--- config.mk ---
export PLATFORM = sky130hd
export DESIGN_NAME = multicycle_ctrl
export DESIGN_NICKNAME = d
export VERILOG_FILES = /design/src/rtl/multicycle_ctrl.sv
export SDC_FILE = /design/constraint.sdc
export NUM_CORES = 1
export LEC_CHECK = 0
export BUFFER_PORTS_ARGS = -buffer_cell sky130_fd_sc_hd__buf_2
export CORE_UTILIZATION = 50
export CTS_CLUSTER_SIZE = 16
export DETAILED_ROUTE_END_ITERATION = 10
export GPL_TIMING_DRIVEN = 0
export PLACE_DENSITY_LB_ADDON = 0.3
export SYNTH_ARGS = -nofsm -noshare
export SYNTH_HDL_FRONTEND = slang
export SYNTH_SLANG_ARGS = --single-unit
--- constraint.sdc ---
create_clock -name i_clk -period 2.8 [get_ports i_clk]
set_clock_uncertainty 0.15 [all_clocks]
set_input_delay 0.14 -clock i_clk [delete_from_list [all_inputs] [get_ports i_clk]]
set_output_delay 0.14 -clock i_clk [all_outputs]
set_load 0.01 [all_outputs]
--- src/rtl/multicycle_ctrl.sv ---
// Multi-cycle RV32I sequencer: walks each instruction through fetch, decode,
// execute, memory and write-back, and drives datapath selects and strobes.
//
// state  | meaning
// IDLE   | post-reset, all outputs quiet, moves to FETCH next cycle
// FETCH  | instruction memory request held until ack, IR latched on ack
// DECODE | one cycle to classify the instruction held in IR
// EXEC   | ALU operates; branches resolve and retire here
// MEM    | data memory request held until ack; stores retire on ack
// WB     | register file and PC written, instruction retires
// FAULT  | unsupported instruction or memory timeout, held until reset
module multicycle_ctrl #(
  parameter int MEM_WAIT_MAX = 15
) (
  input  logic        i_clk,
  input  logic        i_rst_n,
  input  logic [31:0] i_instr,
  input  logic        i_br_less,
  input  logic        i_br_equal,
  input  logic        i_imem_ack,
  input  logic        i_dmem_ack,
  output logic        o_imem_req,
  output logic        o_ir_wren,
  output logic        o_pc_wren,
  output logic        o_br_sel,
  output logic        o_br_unsigned,
  output logic        o_rd_wren,
  output logic        o_mem_rden,
  output logic        o_mem_wren,
  output logic        o_op_a_sel,
  output logic        o_op_b_sel,
  output logic [3:0]  o_alu_op,
  output logic [1:0]  o_wb_sel,
  output logic        o_insn_done,
  output logic        o_fault,
  output logic [31:0] o_instret
);

  typedef enum logic [2:0] {
    S_IDLE, S_FETCH, S_DECODE, S_EXEC, S_MEM, S_WB, S_FAULT
  } state_t;

  typedef enum logic [3:0] {
    C_LUI, C_AUIPC, C_JAL, C_JALR, C_BRANCH, C_LOAD, C_STORE, C_OPIMM, C_OP, C_BAD
  } class_t;

  localparam logic [7:0] WAIT_MAX = 8'(MEM_WAIT_MAX);

  state_t      state_q, state_d;
  class_t      cls;
  logic [7:0]  wait_q;
  logic [31:0] instret_q;
  logic [6:0]  opcode;
  logic [2:0]  funct3;
  logic        alt;
  logic        taken;
  logic        wait_hit;
  logic        dp_a, dp_b;
  logic [3:0]  dp_alu;
  logic        unused_instr;

  assign opcode       = i_instr[6:0];
  assign funct3       = i_instr[14:12];
  assign alt          = i_instr[30];
  // Register and immediate fields belong to the datapath, not to this block.
  assign unused_instr = ^{i_instr[31], i_instr[29:15], i_instr[11:7]};
  assign wait_hit     = (wait_q == WAIT_MAX);
  assign o_instret    = instret_q;

  // Classify the instruction held in IR; anything unrecognised is C_BAD.
  always_comb begin
    cls = C_BAD;
    case (opcode)
      7'b0110111: cls = C_LUI;
      7'b0010111: cls = C_AUIPC;
      7'b1101111: cls = C_JAL;
      7'b1100111: if (funct3 == 3'b000) cls = C_JALR;
      7'b1100011: if (funct3 != 3'b010 && funct3 != 3'b011) cls = C_BRANCH;
      7'b0000011: if (funct3 == 3'b010) cls = C_LOAD;
      7'b0100011: if (funct3 == 3'b010) cls = C_STORE;
      7'b0010011: cls = C_OPIMM;
      7'b0110011: cls = C_OP;
      default:    cls = C_BAD;
    endcase
  end

  // Operand selects and ALU operation per instruction class.
  always_comb begin
    dp_a   = 1'b0;
    dp_b   = 1'b0;
    dp_alu = 4'd0;
    case (cls)
      C_LUI: begin
        dp_b   = 1'b1;
        dp_alu = 4'd10;
      end
      C_AUIPC, C_JAL, C_BRANCH: begin
        dp_a = 1'b1;
        dp_b = 1'b1;
      end
      C_JALR, C_LOAD, C_STORE: dp_b = 1'b1;
      C_OPIMM, C_OP: begin
        dp_b = (cls == C_OPIMM);
        case (funct3)
          3'b000:  dp_alu = (cls == C_OP && alt) ? 4'd1 : 4'd0;
          3'b001:  dp_alu = 4'd7;
          3'b010:  dp_alu = 4'd2;
          3'b011:  dp_alu = 4'd3;
          3'b100:  dp_alu = 4'd4;
          3'b101:  dp_alu = alt ? 4'd9 : 4'd8;
          3'b110:  dp_alu = 4'd5;
          default: dp_alu = 4'd6;
        endcase
      end
      default: ;
    endcase
  end

  // Branch condition from comparator flags; odd funct3 inverts the sense.
  always_comb begin
    case (funct3)
      3'b000:         taken = i_br_equal;
      3'b001:         taken = !i_br_equal;
      3'b100, 3'b110: taken = i_br_less;
      3'b101, 3'b111: taken = !i_br_less;
      default:        taken = 1'b0;
    endcase
  end

  // Next state and per-state outputs; strobes are suppressed in a reset cycle.
  always_comb begin
    state_d       = state_q;
    o_imem_req    = 1'b0;
    o_ir_wren     = 1'b0;
    o_pc_wren     = 1'b0;
    o_br_sel      = 1'b0;
    o_br_unsigned = 1'b0;
    o_rd_wren     = 1'b0;
    o_mem_rden    = 1'b0;
    o_mem_wren    = 1'b0;
    o_op_a_sel    = 1'b0;
    o_op_b_sel    = 1'b0;
    o_alu_op      = 4'd0;
    o_wb_sel      = 2'd0;
    o_insn_done   = 1'b0;
    o_fault       = 1'b0;
    case (state_q)
      S_IDLE: state_d = S_FETCH;
      S_FETCH: begin
        o_imem_req = 1'b1;
        if (i_imem_ack) begin
          o_ir_wren = 1'b1;
          state_d   = S_DECODE;
        end else if (wait_hit) begin
          state_d = S_FAULT;
        end
      end
      S_DECODE: state_d = (cls == C_BAD) ? S_FAULT : S_EXEC;
      S_EXEC: begin
        o_op_a_sel = dp_a;
        o_op_b_sel = dp_b;
        o_alu_op   = dp_alu;
        if (cls == C_BRANCH) begin
          o_br_unsigned = funct3[1];
          o_br_sel      = taken;
          o_pc_wren     = 1'b1;
          o_insn_done   = 1'b1;
          state_d       = S_FETCH;
        end else if (cls == C_LOAD || cls == C_STORE) begin
          state_d = S_MEM;
        end else begin
          state_d = S_WB;
        end
      end
      S_MEM: begin
        o_op_a_sel = dp_a;
        o_op_b_sel = dp_b;
        o_alu_op   = dp_alu;
        o_mem_rden = (cls == C_LOAD);
        o_mem_wren = (cls == C_STORE);
        if (i_dmem_ack) begin
          if (cls == C_STORE) begin
            o_pc_wren   = 1'b1;
            o_insn_done = 1'b1;
            state_d     = S_FETCH;
          end else begin
            state_d = S_WB;
          end
        end else if (wait_hit) begin
          state_d = S_FAULT;
        end
      end
      S_WB: begin
        o_op_a_sel  = dp_a;
        o_op_b_sel  = dp_b;
        o_alu_op    = dp_alu;
        o_rd_wren   = 1'b1;
        o_pc_wren   = 1'b1;
        o_insn_done = 1'b1;
        o_br_sel    = (cls == C_JAL || cls == C_JALR);
        if (cls == C_LOAD)                    o_wb_sel = 2'd1;
        else if (cls == C_JAL || cls == C_JALR) o_wb_sel = 2'd2;
        state_d = S_FETCH;
      end
      S_FAULT: o_fault = 1'b1;
      default: state_d = S_IDLE;
    endcase
    if (!i_rst_n) begin
      o_imem_req  = 1'b0;
      o_ir_wren   = 1'b0;
      o_pc_wren   = 1'b0;
      o_rd_wren   = 1'b0;
      o_mem_rden  = 1'b0;
      o_mem_wren  = 1'b0;
      o_insn_done = 1'b0;
    end
  end

  // State register.
  always_ff @(posedge i_clk) begin
    if (!i_rst_n) state_q <= S_IDLE;
    else          state_q <= state_d;
  end

  // Wait counter: zero on any state change, counts cycles spent waiting for ack.
  always_ff @(posedge i_clk) begin
    if (!i_rst_n)                                   wait_q <= '0;
    else if (state_d != state_q)                    wait_q <= '0;
    else if (state_q == S_FETCH || state_q == S_MEM) wait_q <= wait_q + 8'd1;
  end

  // Retired-instruction counter, wraps naturally.
  always_ff @(posedge i_clk) begin
    if (!i_rst_n)         instret_q <= '0;
    else if (o_insn_done) instret_q <= instret_q + 32'd1;
  end

endmodule
; Yosys cells after proc, flatten, opt, wreduce, memory -nomap -nowiden
; Cells that the tools add are included.
[word_totals]
ff_bits = 43
input_bits = 38
output_inout_bits = 50
wordCells = 106
[op_classes]
addsub = 2
eq_ne = 35
muxes = 47
bitwise_logic = 1
n_reduce_logical = 18
[op_table]
columns = operator, count
row1 = 4-bit case mux with 9 select lines, 1
row2 = 32-bit by 1-bit adder with 32-bit output (second input constant), 1
row3 = 4-bit case mux with 7 select lines, 1
row4 = 1-bit two-way mux, 25
row5 = 3-bit == test (second input constant), 7
row6 = 7-bit by 6-bit == test with 1-bit output (second input constant), 3
row7 = 7-bit == test (second input constant), 3
row8 = 4-bit two-way mux, 5
row9 = 3-bit two-way mux, 6
row10 = 3-bit case mux with 6 select lines, 1
row11 = 4-bit by 3-bit == test with 1-bit output (second input constant), 4
row12 = 7-bit by 5-bit == test with 1-bit output (second input constant), 2
row13 = 3-bit by 2-bit == test with 1-bit output (second input constant), 4
row14 = 2-bit OR reduction, 5
row15 = 8-bit by 1-bit adder with 8-bit output (second input constant), 1
row16 = 4-bit by 2-bit == test with 1-bit output (second input constant), 2
row17 = 4-bit == test (second input constant), 2
row18 = 8-bit by 4-bit == test with 1-bit output (second input constant), 1
row19 = 4-bit case mux with 2 select lines, 1
row20 = 7-bit by 2-bit == test with 1-bit output (second input constant), 1
row21 = 7-bit OR reduction, 1
row22 = 3-bit by 1-bit == test with 1-bit output (second input constant), 2
row23 = 3-bit logical NOT, 2
row24 = 2-bit two-way mux, 3
row25 = other kinds (12), 19

; Longest topological paths before layout
; Gate-level depths: netlist of the first run.
[logic_depth]
ltp_word = 11
ltp_mapped = 9
mapped_depth_nobuf = 7

; Worst setup path before layout of the first run
; OpenSTA, ideal clock, no wires.
[synth_timing]
path_kind = reg2reg
from = register instret_q[4] (netlist: o_instret[4])
to = register instret_q[31] (netlist: o_instret[31])
setup_ns = 0.070
t_arrival_ns = 1.923
required_ns = 2.580
setup_slack_ns = 0.656
stages_incl_launch_ff = 7
path_buffers = 0
synth_period_minus_slack_ns = 2.144
path_cell_list = dfxtp_1 -> nand4_2 -> nor4_4 -> and3_4 -> nand4_2 -> or4_1 -> a21oi_1
[synth_via]
elab_chain_cells = 1
[synth_lines]
columns = element, line
row1 = from (decl), 52  ; logic [31:0] instret_q;
row2 = from (signal assigned), 235  ; else if (o_insn_done) instret_q <= instret_q + 32'd1;
row3 = 32-bit by 1-bit adder with 32-bit output, 235
; Every way passes these cells.
; A chain may end at the register's enable or synchronous reset.

; Final worst setup path of the first run
[layout_timing]
from = register state_q[2]
to = output o_pc_wren
[layout_via]
elab_chain_cells = 3
elab_cells_between_ends = 5
cone_classes = 3 x eq/ne / 2 x mux
[layout_lines]
columns = element, line
row1 = from (decl), 49  ; state_t state_q, state_d;
row2 = from (signal assigned), 222  ; else state_q <= state_d;
row3 = 3-bit == test / 3-bit by 2-bit == test with 1-bit output (equally long branches), 147  ; case (state_q)
row4 = 1-bit case mux with 3 select lines (*), 147
row5 = 1-bit two-way mux (*), 208  ; if (!i_rst_n) begin
row6 = to (decl), 24  ; output logic o_pc_wren,
; Mark *: on every way between the ends. The rest lies on a longest branch, timed or not.

==> impl_results.md, run 1 <==
* First-pass GRT wire length at roughly 10 mm
* Die area at 5560 sq um
* Mean Syn Cell Area at around 7.9 sq um
* Relative max-transition margin at 0.614
* Status: finished clean
* DR vias at 2,741
* VDD IR max at between 0.2 and 0.3 mV
* Vias in the first global route at 2,287
* Largest net degree at the start of global routing at 15
* GP Congestion at 0.841
* Setup WS pre-CTS at 473 ps
* Top FF cell, synth: dfxtp_1
* CTS Root Cell: clkbuf_8
* Total GRT Usage at 0.230
* Initial antenna violation count at 0
* Post-Place Cells at 466
* Area fraction of the dominant cell type after synthesis at 0.327
* Post-synthesis sequential area ratio at 0.327
* Post-layout util at 0.619
* Placed cell area at 3030 sq um
* Ports at 88
* RSZ-0062 raised after global routing: no
* DRC at 0
* Ys Warns at 0
* Layout cells sized above 1 at 0.230
* Launching element type of the critical path: flop
* #FFs+latches synth at 43
* Synth area leader: dfxtp_1
* Core Region at a little over 5000 sq um
* Routed WL per cell at 13.4 microns
* Post-Synthesis Cells at between 300 and 400
* Vias per cell at 5.78
* Pwr dens at 416 nW/um^2
* Critical path class: flop to output pin
* CP required at 2510 ps
* R2r startpoint: state_q[2]
* Grt ovf at 0
* Post-CTS Setup Bufs at 0
* Post-route setup slack at about 240 ps
* Most common library cells after synthesis: dfxtp_1, nand2_1, nor2_1, o21ai_0, a21oi_1
* Worst hold path class: primary input to flop
* Distinct cells, synth at 56
* DRT Wirelength at around 6.4 mm
* Sinks on Clock Net at 43
* Synth-to-layout area growth at 19.4%
* Initial DRC Count at 126
* Most common cell in the synthesized netlist: dfxtp_1
* Post-CTS Hold Fix Bufs at 0
* Resized cells post-CTS at 0
* Row count at 26
* Leakage at 1.27 nW
* Max Freq at between 300 and 400 MHz
* HP Start: i_dmem_ack
* Routed Antenna Nets at 0
* Crit path from: state_q[2]
* Clock slew at reported path FFs at 90 ps
* Asr flop ratio synth at 0
* Post-synthesis cell area at 2630 sq um
* Final cycle utilization of the critical path at 0.916
* Worst Path Max Fanout at 10
* Final std cells w/o fill at 474
* Inserted Clock Buffers at 5
* Critical Path AT at around 2300 ps
* Total Negative Setup Slacks at 0 ps
* Die width at 74.6 microns
* Synth area leaders: dfxtp_1, o21ai_0, a21oi_1
* Worst Tran Pin Value at 579 ps
* Clk buf depth at 2
* Max Cap Viol at 0
* N_diodes at 0
* Nets at 443
* Post-synth EDFFs at 0
* Slew Limit Fails at 0
* H-tree lvl count at 2
* Clk Latency, worst-skew pair at 290 ps
* Endpoints failing hold at 0
* Syn nets at 374
* Nature of the critical path endpoint: output pin
* HPWL Detailed at approximately 4.7 mm
* Final setup fails at 0
* Finished layout cell area at between 3000 and 4000 sq um
* Crit path time final at 2560 ps
* TritonCTS clock tree: yes
* Worst reg-to-reg setup slack at around 450 ps
* Die Y at 74.6 microns
* Drt pass-1 iters at 4
* I/O Buffers at 62
* Starting Density at 0.519
[state kept, by name, indices dropped and copies added (netlist names)]
name       count
state_q        3
o_instret     32
wait_q         8
[power breakdown]
part / total [W] / internal [W] / leakage (nW) / switching, W
clock network: 0.000478 / 0.000266 / 0.0581 / 0.000212
registers: 0.000638 / 0.000621 / 0.347 / 0.0000168
logic: 0.000192 / 0.0000705 / 0.870 / 0.000121
total: 0.00131 / 0.000957 / 1.27 / 0.000350
[layout make-up]
| cell class | instances | area [sq um] |
|---|---|---|
| Clock inverter | 3 | 43.8 |
| Clock buffer | 5 | 68.8 |
| Multi-Input combinational cell | 260 | 1640 |
| Timing Repair Buffer | 62 | 310 |
| Inverter | 13 | 48.8 |
| Tap cell | 70 | 87.6 |
| Buffer | 18 | 87.6 |
| Fill cell | 482 | 1930 |
| Sequential cell | 43 | 861 |
[final timing paths]
| kind | endpoint | cells after the start |
|---|---|---|
| max | o_pc_wren | 8 |
| min | state_q[1] | 5 |
| max reg2reg | o_instret[30] | 7 |
| min reg2reg | o_instret[31] | 2 |
[through the flow]
step | power, W | hold WS, ps
after floorplan | 0.000784 | 241
after global placement | 0.000838 | 313
after detailed placement | 0.000841 | 321
after CTS | 0.00132 | 198
after global routing | 0.00137 | 256
final | 0.00131 | 207
[cells in the final DEF, fill, tap and decap left out, drive strengths merged, types with 5 or more instances in the layout]
cell type   n
buf        70
dfxtp      43
nand2      26
o21ai      26
nor2       25
a21oi      22
nor3       16
nand3      15
clkbuf     15
inv        13
or3        13
o21a       13
xnor2      11
nand4      11
xor2        8
and3        8
o2111ai     8
nor2b       6
and2        6
nor4        5
[cell families after synthesis]
kind of cell / after synthesis / synth area share
adder cells (fa/ha/maj): 3 / 0.0133
AO/OA/AOI/OAI: 88 / 0.220
AND/OR/NAND/NOR: 147 / 0.314
multiplexers: 3 / 0.0114
flip-flops: 43 / 0.327
XOR/XNOR: 19 / 0.0632
buffers and inverters: 31 / 0.0518
[layer usage]
metal	global-route usage	part of all wire
met1	0.304	0.46
met2	0.383	0.48
met3	0.0420	0.048
met4	0.0671	0.0079
met5	0	0
[worst max-delay path: stages (launching register included)]
cell     delay (ps)
dfxtp_1         490
inv_1           160
and3_1          260
a31o_2          260
buf_2           190
nor2_1          180
inv_1           160
buf_4           160
buf_2           120
Note: power is estimated with default switching activity, not from simulation.
==> run 2, diff against run 1 <==
--- a/config.mk
+++ b/config.mk
@@ -11,6 +11,7 @@
 export DETAILED_ROUTE_END_ITERATION = 10
 export GPL_TIMING_DRIVEN = 0
 export PLACE_DENSITY_LB_ADDON = 0.3
+export SETUP_SLACK_MARGIN = 0.3
 export SYNTH_ARGS = -nofsm -noshare
 export SYNTH_HDL_FRONTEND = slang
 export SYNTH_SLANG_ARGS = --single-unit
==> impl_results.md, run 2 (synthesis gave the netlist of run 1 again) <==
* Worst Tran Pin Value at around 580 ps
* Logic pwr share at 0.147
* Nets at 443
* Net switching fraction of the power at 0.271
* Row count at 26
* VDD IR max at between 0.2 and 0.3 mV
* Final setup fails at 0
* Slew Limit Fails at 0
* Most frequent cells in the layout: buf_2, dfxtp_1, nand2_1
* Clk Latency, worst-skew pair at 290 ps
* Total Negative Setup Slacks at 0 ps
* Worst hold path class: primary input to flop
* Cell Int Power at approximately 0.00096 W
* Post-layout util at 0.622
* Vias in the first global route at approximately 2,300
* Post-CTS Hold Fix Bufs at 0
* HPWL Detailed at 4.74 mm
* Ports at 88
* CP Cell Sequence: nand4_2, nor4_4, and3_4, nand4_2, or4_1, a21oi_1
* Starting Density at 0.519
* Delay-heaviest family, CP: simple AND/OR/NAND/NOR gates
* CP required at 2870 ps
* Initial DRC Count at 130
* Clock share of power at 0.367
* GP Congestion at 0.841
* Crit path time final at 2340 ps
* Routed Antenna Nets at 0
* Max reg flops at 32
* Vias per cell at 5.77
* Critical path's slowest cell: nor4_4
* Grt ovf at 0
* Largest net degree at the start of global routing at 15
* H-tree lvl count at 2
* Endpoints failing hold at 0
* First-pass GRT wire length at 9.95 mm
* Final cycle utilization of the critical path at 0.837
* Die Y at 74.6 microns
* Critical Path AT at 2420 ps
* Commonest non-fill, non-tap cell in the layout: buf_2
* Clk buf depth at 2
* N_diodes at 0
* Sinks on Clock Net at 43
* Status: finished clean
* Inserted Clock Buffers at 5
* TritonCTS clock tree: yes
* Die width at 74.6 microns
* Core Region at just over 5000 sq um
* Worst path most repeated cell: nand4_2
* Nature of the critical path endpoint: flop
* I/O Buffers at 62
* RSZ-0062 raised after global routing: no
* Launching element type of the critical path: flop
* CP max stage delay at ~470 ps
* Synth-to-layout area growth at 19.9%
* Initial antenna violation count at 0
* Footprint of the multi-input gates at 1640 sq um
* Critical path class: flop to flop
* DRT Wirelength at 6.36 mm
* Layout cells sized above 1 at 0.240
* Clock slew at reported path FFs at approximately 90 ps
* Max Freq at 427 MHz
* DR vias at between 2,000 and 3,000
* Reg area at 866 sq um
* FILL cells at ~480
* Pwr dens at about 420 nW/um^2
* Max Cap Viol at 0
* Die area at 5560 sq um
* Relative max-transition margin at 0.613
* Total GRT Usage at 0.230
* Routed WL per cell at between 10 and 15 microns
* Drt pass-1 iters at 4
* Worst Path Max Fanout at 7
* CTS Root Cell: clkbuf_8
* Switching Power at 0.000357 W
* DRC at 0
* Leakage at 1.29 nW
* Sequential power share at 0.486
* Buffers and inverters on the worst path at 0
run 2: changes by cell type in the layout (fill, tap and decap cells not counted):
| cell | change |
|---|---|
| inv_1 | -1 |
| nor3_2 | -1 |
| dfxtp_1 | -2 |
| nor3_4 | +1 |
| nor2_2 | +1 |
| nor2_1 | -1 |
| inv_2 | +1 |
| dfxtp_2 | +1 |
| dfxtp_4 | +1 |
run 2: final timing paths:
kind | cells past startpoint | end | start | slack [ps]
worst max-delay path | 6 | o_instret[31] | o_instret[3] | 460
worst max register to register | 6 | o_instret[31] | o_instret[3] | 460
worst min-delay path | 5 | state_q[2] | i_imem_ack | 200
worst min register to register | 2 | o_instret[31] | o_instret[31] | 330
run 2: final cells by class:
type,count,area share
sequential,43,0.274
clock buffer,5,0.0218
buffer,18,0.0277
tap,70,0.0277
multi-input combinational,260,0.521
inverter,13,0.0155
timing repair buffer,62,0.0983
clock inverter,3,0.0139
run 2: tightest hold or removal path: stages:
cell and delay, ps:
buf_2 100, or4_1 110, o221ai_1 110, nand2_1 80, o21ai_0 70
run 2: metrics by stage:
step                total power, W  worst slack [ps]  instance area, sq um  cells  hold slack (ps)
global route               0.00138               328                  3160    474              244
finish                     0.00132               457                  3160    474              196
floorplan                 0.000784               656                  2630    334              241
global placement          0.000838               479                  3030    466              313
detailed placement        0.000841               473                  3030    466              321
CTS                        0.00132               352                  3140    474              191
run 2: per-layer routing:
metal	part of all wire	up-vias	GRT usage	wire, microns
li1	-	1364	-	-
met1	0.46	1286	0.304	2950
met2	0.49	83	0.383	3080
met3	0.044	4	0.0420	278
met4	0.0066	0	0.0671	42
met5	0	-	0	0
run 2: power by group through the flow:
stage | Sequential (W) | Combinational, W | Clock, W
2_1_floorplan | 0.000646 | 0.000138 | 0
3_3_place_gp | 0.000651 | 0.000187 | 0
3_5_place_dp | 0.000652 | 0.000189 | 0
4_1_cts | 0.000639 | 0.000190 | 0.000493
5_1_grt | 0.000642 | 0.000215 | 0.000519
6_report | 0.000640 | 0.000193 | 0.000483
run 2: what timing repair did:
item / in CTS / in global routing
buffers inserted: 0 / 0
cloned: 0 / 0
setup endpoints to repair: 1 / 2
gates resized for setup: 1 / 5
==> run 3, diff against run 2 <==
==> constraint.sdc (replaced) <==
create_clock -name i_clk -period 2.3 [get_ports i_clk]
set_clock_uncertainty 0.15 [all_clocks]
set_input_delay 0.115 -clock i_clk [delete_from_list [all_inputs] [get_ports i_clk]]
set_output_delay 0.115 -clock i_clk [all_outputs]
set_load 0.01 [all_outputs]
==> impl_results.md, run 3 (synthesis gave the netlist of run 1 again) <==
* Buffers and inverters on the worst path at 1
* DR vias at 2,924
* Critical path class: flop to flop
* Initial DRC Count at 131
* Cell Int Power at ~0.0012 W
* Clk buf depth at 2
* Vias per cell at 5.88
* Launching element type of the critical path: flop
* CTS Root Cell: clkbuf_8
* Critical path's slowest cell: nor4_4
* Grt ovf at 0
* Vias in the first global route at around 2,400
* Worst Hold End: state_q[1]
* CP Cell Sequence: inv_1, nor4_4, and3_4, nand4_4, or3_1, a21oi_1
* Commonest non-fill, non-tap cell in the layout: buf_2
* Logic pwr share at 0.163
* Post-CTS Hold Fix Bufs at 0
* Reg area at 885 sq um
* Initial antenna violation count at 0
* Footprint of the multi-input gates at around 1800 sq um
* Post-layout util at 0.689
* Nature of the critical path endpoint: flop
* Leakage at 1.46 nW
* Die Y at 74.6 microns
* Slew Limit Fails at 0
* Nets at 466
* R2r startpoint: o_instret[10]
* RSZ-0062 raised after global routing: yes
* Switching Power at 0.000453 W
* Layout cells sized above 1 at 0.349
* TritonCTS clock tree: yes
* Inserted Clock Buffers at 5
* Starting Density at 0.519
* Worst Tran Pin Value at between 500 and 600 ps
* GP Congestion at 0.921
* Relative max-transition margin at 0.608
* Sequential power share at 0.465
* Pwr dens at 477 nW/um^2
* Worst Path Max Fanout at 4
* Most frequent cells in the layout: buf_2, dfxtp_1, buf_4
* DRC at 0
* Critical Path AT at between 2000 and 2500 ps
* Endpoints failing hold at 0
* Routed WL per cell at 15.2 microns
* Largest net degree at the start of global routing at 14
* CP required at 2380 ps
* Clock slew at reported path FFs at 90 ps
* Clk Latency, worst-skew pair at 300 ps
* Max Freq at 448 MHz
* Worst reg-to-reg setup slack at 70 ps
* Max reg flops at 32
* Sinks on Clock Net at 43
* Core Region at 5070 sq um
* Status: finished clean
* HP Start: i_dmem_ack
* FILL cells at 440
* Clock share of power at 0.371
* Routed Antenna Nets at 0
* Total GRT Usage at 0.253
* I/O Buffers at 62
* Die area at 5560 sq um
* Ports at 88
* Final cycle utilization of the critical path at 0.970
* Die width at 74.6 microns
* Worst hold path class: primary input to flop
* Max Cap Viol at 0
* Crit path time final at 2230 ps
* Delay-heaviest family, CP: simple AND/OR/NAND/NOR gates
* H-tree lvl count at 2
* DRT Wirelength at between 7 and 8 mm
* N_diodes at 0
* Synth-to-layout area growth at 32.8%
* HPWL Detailed at approximately 4.8 mm
* Drt pass-1 iters at 4
* First-pass GRT wire length at about 11 mm
* Final setup fails at 0
* WHS Path Cells at 5
* Worst R2R Path Depth at 6
* Crit. path cell count at 6
* Net switching fraction of the power at 0.271
* CP max stage delay at 460 ps
* Total Power at 0.00167 W
* R2r endpoint: o_instret[30]
* Row count at 26
* VDD IR max at ~0.26 mV
## run 3: cell types whose count changed in the layout (fill, tap and decap cells not counted), moves of 3 or more
| cell | change |
|---|---|
| o2111ai_1 | -3 |
| buf_4 | +23 |
| dfxtp_1 | -11 |
| clkbuf_1 | -3 |
| dfxtp_2 | +9 |
## run 3: final cells by class
| type | count | area share |
|---|---|---|
| buffer | 18 | 0.0329 |
| clock buffer | 6 | 0.0236 |
| clock inverter | 2 | 0.0100 |
| inverter | 13 | 0.0147 |
| multi-input combinational | 260 | 0.503 |
| sequential | 43 | 0.253 |
| tap | 70 | 0.0250 |
| timing repair buffer | 85 | 0.138 |
## run 3: worst max path at each step
stage / start / to
finish: o_instret[10] / o_instret[30]
global route: o_instret[10] / o_instret[31]
CTS: state_q[2] / o_pc_wren
detailed placement: i_instr[3] / o_instret[30]
global placement: state_q[2] / o_instret[17]
floorplan: o_instret[13] / o_instret[31]
## run 3: metrics by stage
step                      hold WS (ps)  cell area, sq um  setup WS [ps]  cells  TNS, ps
after floorplan                    191              2650            282    334        0
after global placement             320              3040           35.9    466        0
after detailed placement           330              3040           13.7    466        0
after CTS                          133              3350            201    486        0
after global routing               177              3500          -3.67    497    -3.67
final                              136              3500           70.0    497        0
## run 3: layer usage
layer / global-route usage / wire length (microns) / vias to the layer above
li1: - / - / 1415
met1: 0.310 / 3140 / 1390
met2: 0.443 / 3870 / 100
met3: 0.0501 / 369 / 19
met4: 0.0818 / 159 / 0
met5: 0 / 0 / -
## run 3: repair_timing
| action | CTS | global route |
|---|---|---|
| pin swaps | 7 | 7 |
| resized for setup | 29 | 18 |
| setup buffers | 12 | 11 |
| setup endpoints to repair | 45 | 28 |
## run 3: power by group through the flow
| stage | clock [W] | sequential, W | combinational, W |
|---|---|---|---|
| 3_3_place_gp | 0 | 0.000792 | 0.000228 |
| 4_1_cts | 0.000615 | 0.000773 | 0.000256 |
| 2_1_floorplan | 0 | 0.000787 | 0.000169 |
| 6_report | 0.000620 | 0.000777 | 0.000273 |
| 5_1_grt | 0.000662 | 0.000778 | 0.000298 |
| 3_5_place_dp | 0 | 0.000791 | 0.000232 |
## run 3: worst reg2reg max path, stage by stage (launching register included)
cell     delay, ps
dfxtp_1        400
inv_1          130
nor4_4         460
and3_4         330
nand4_4        140
or3_1          370
a21oi_1        180
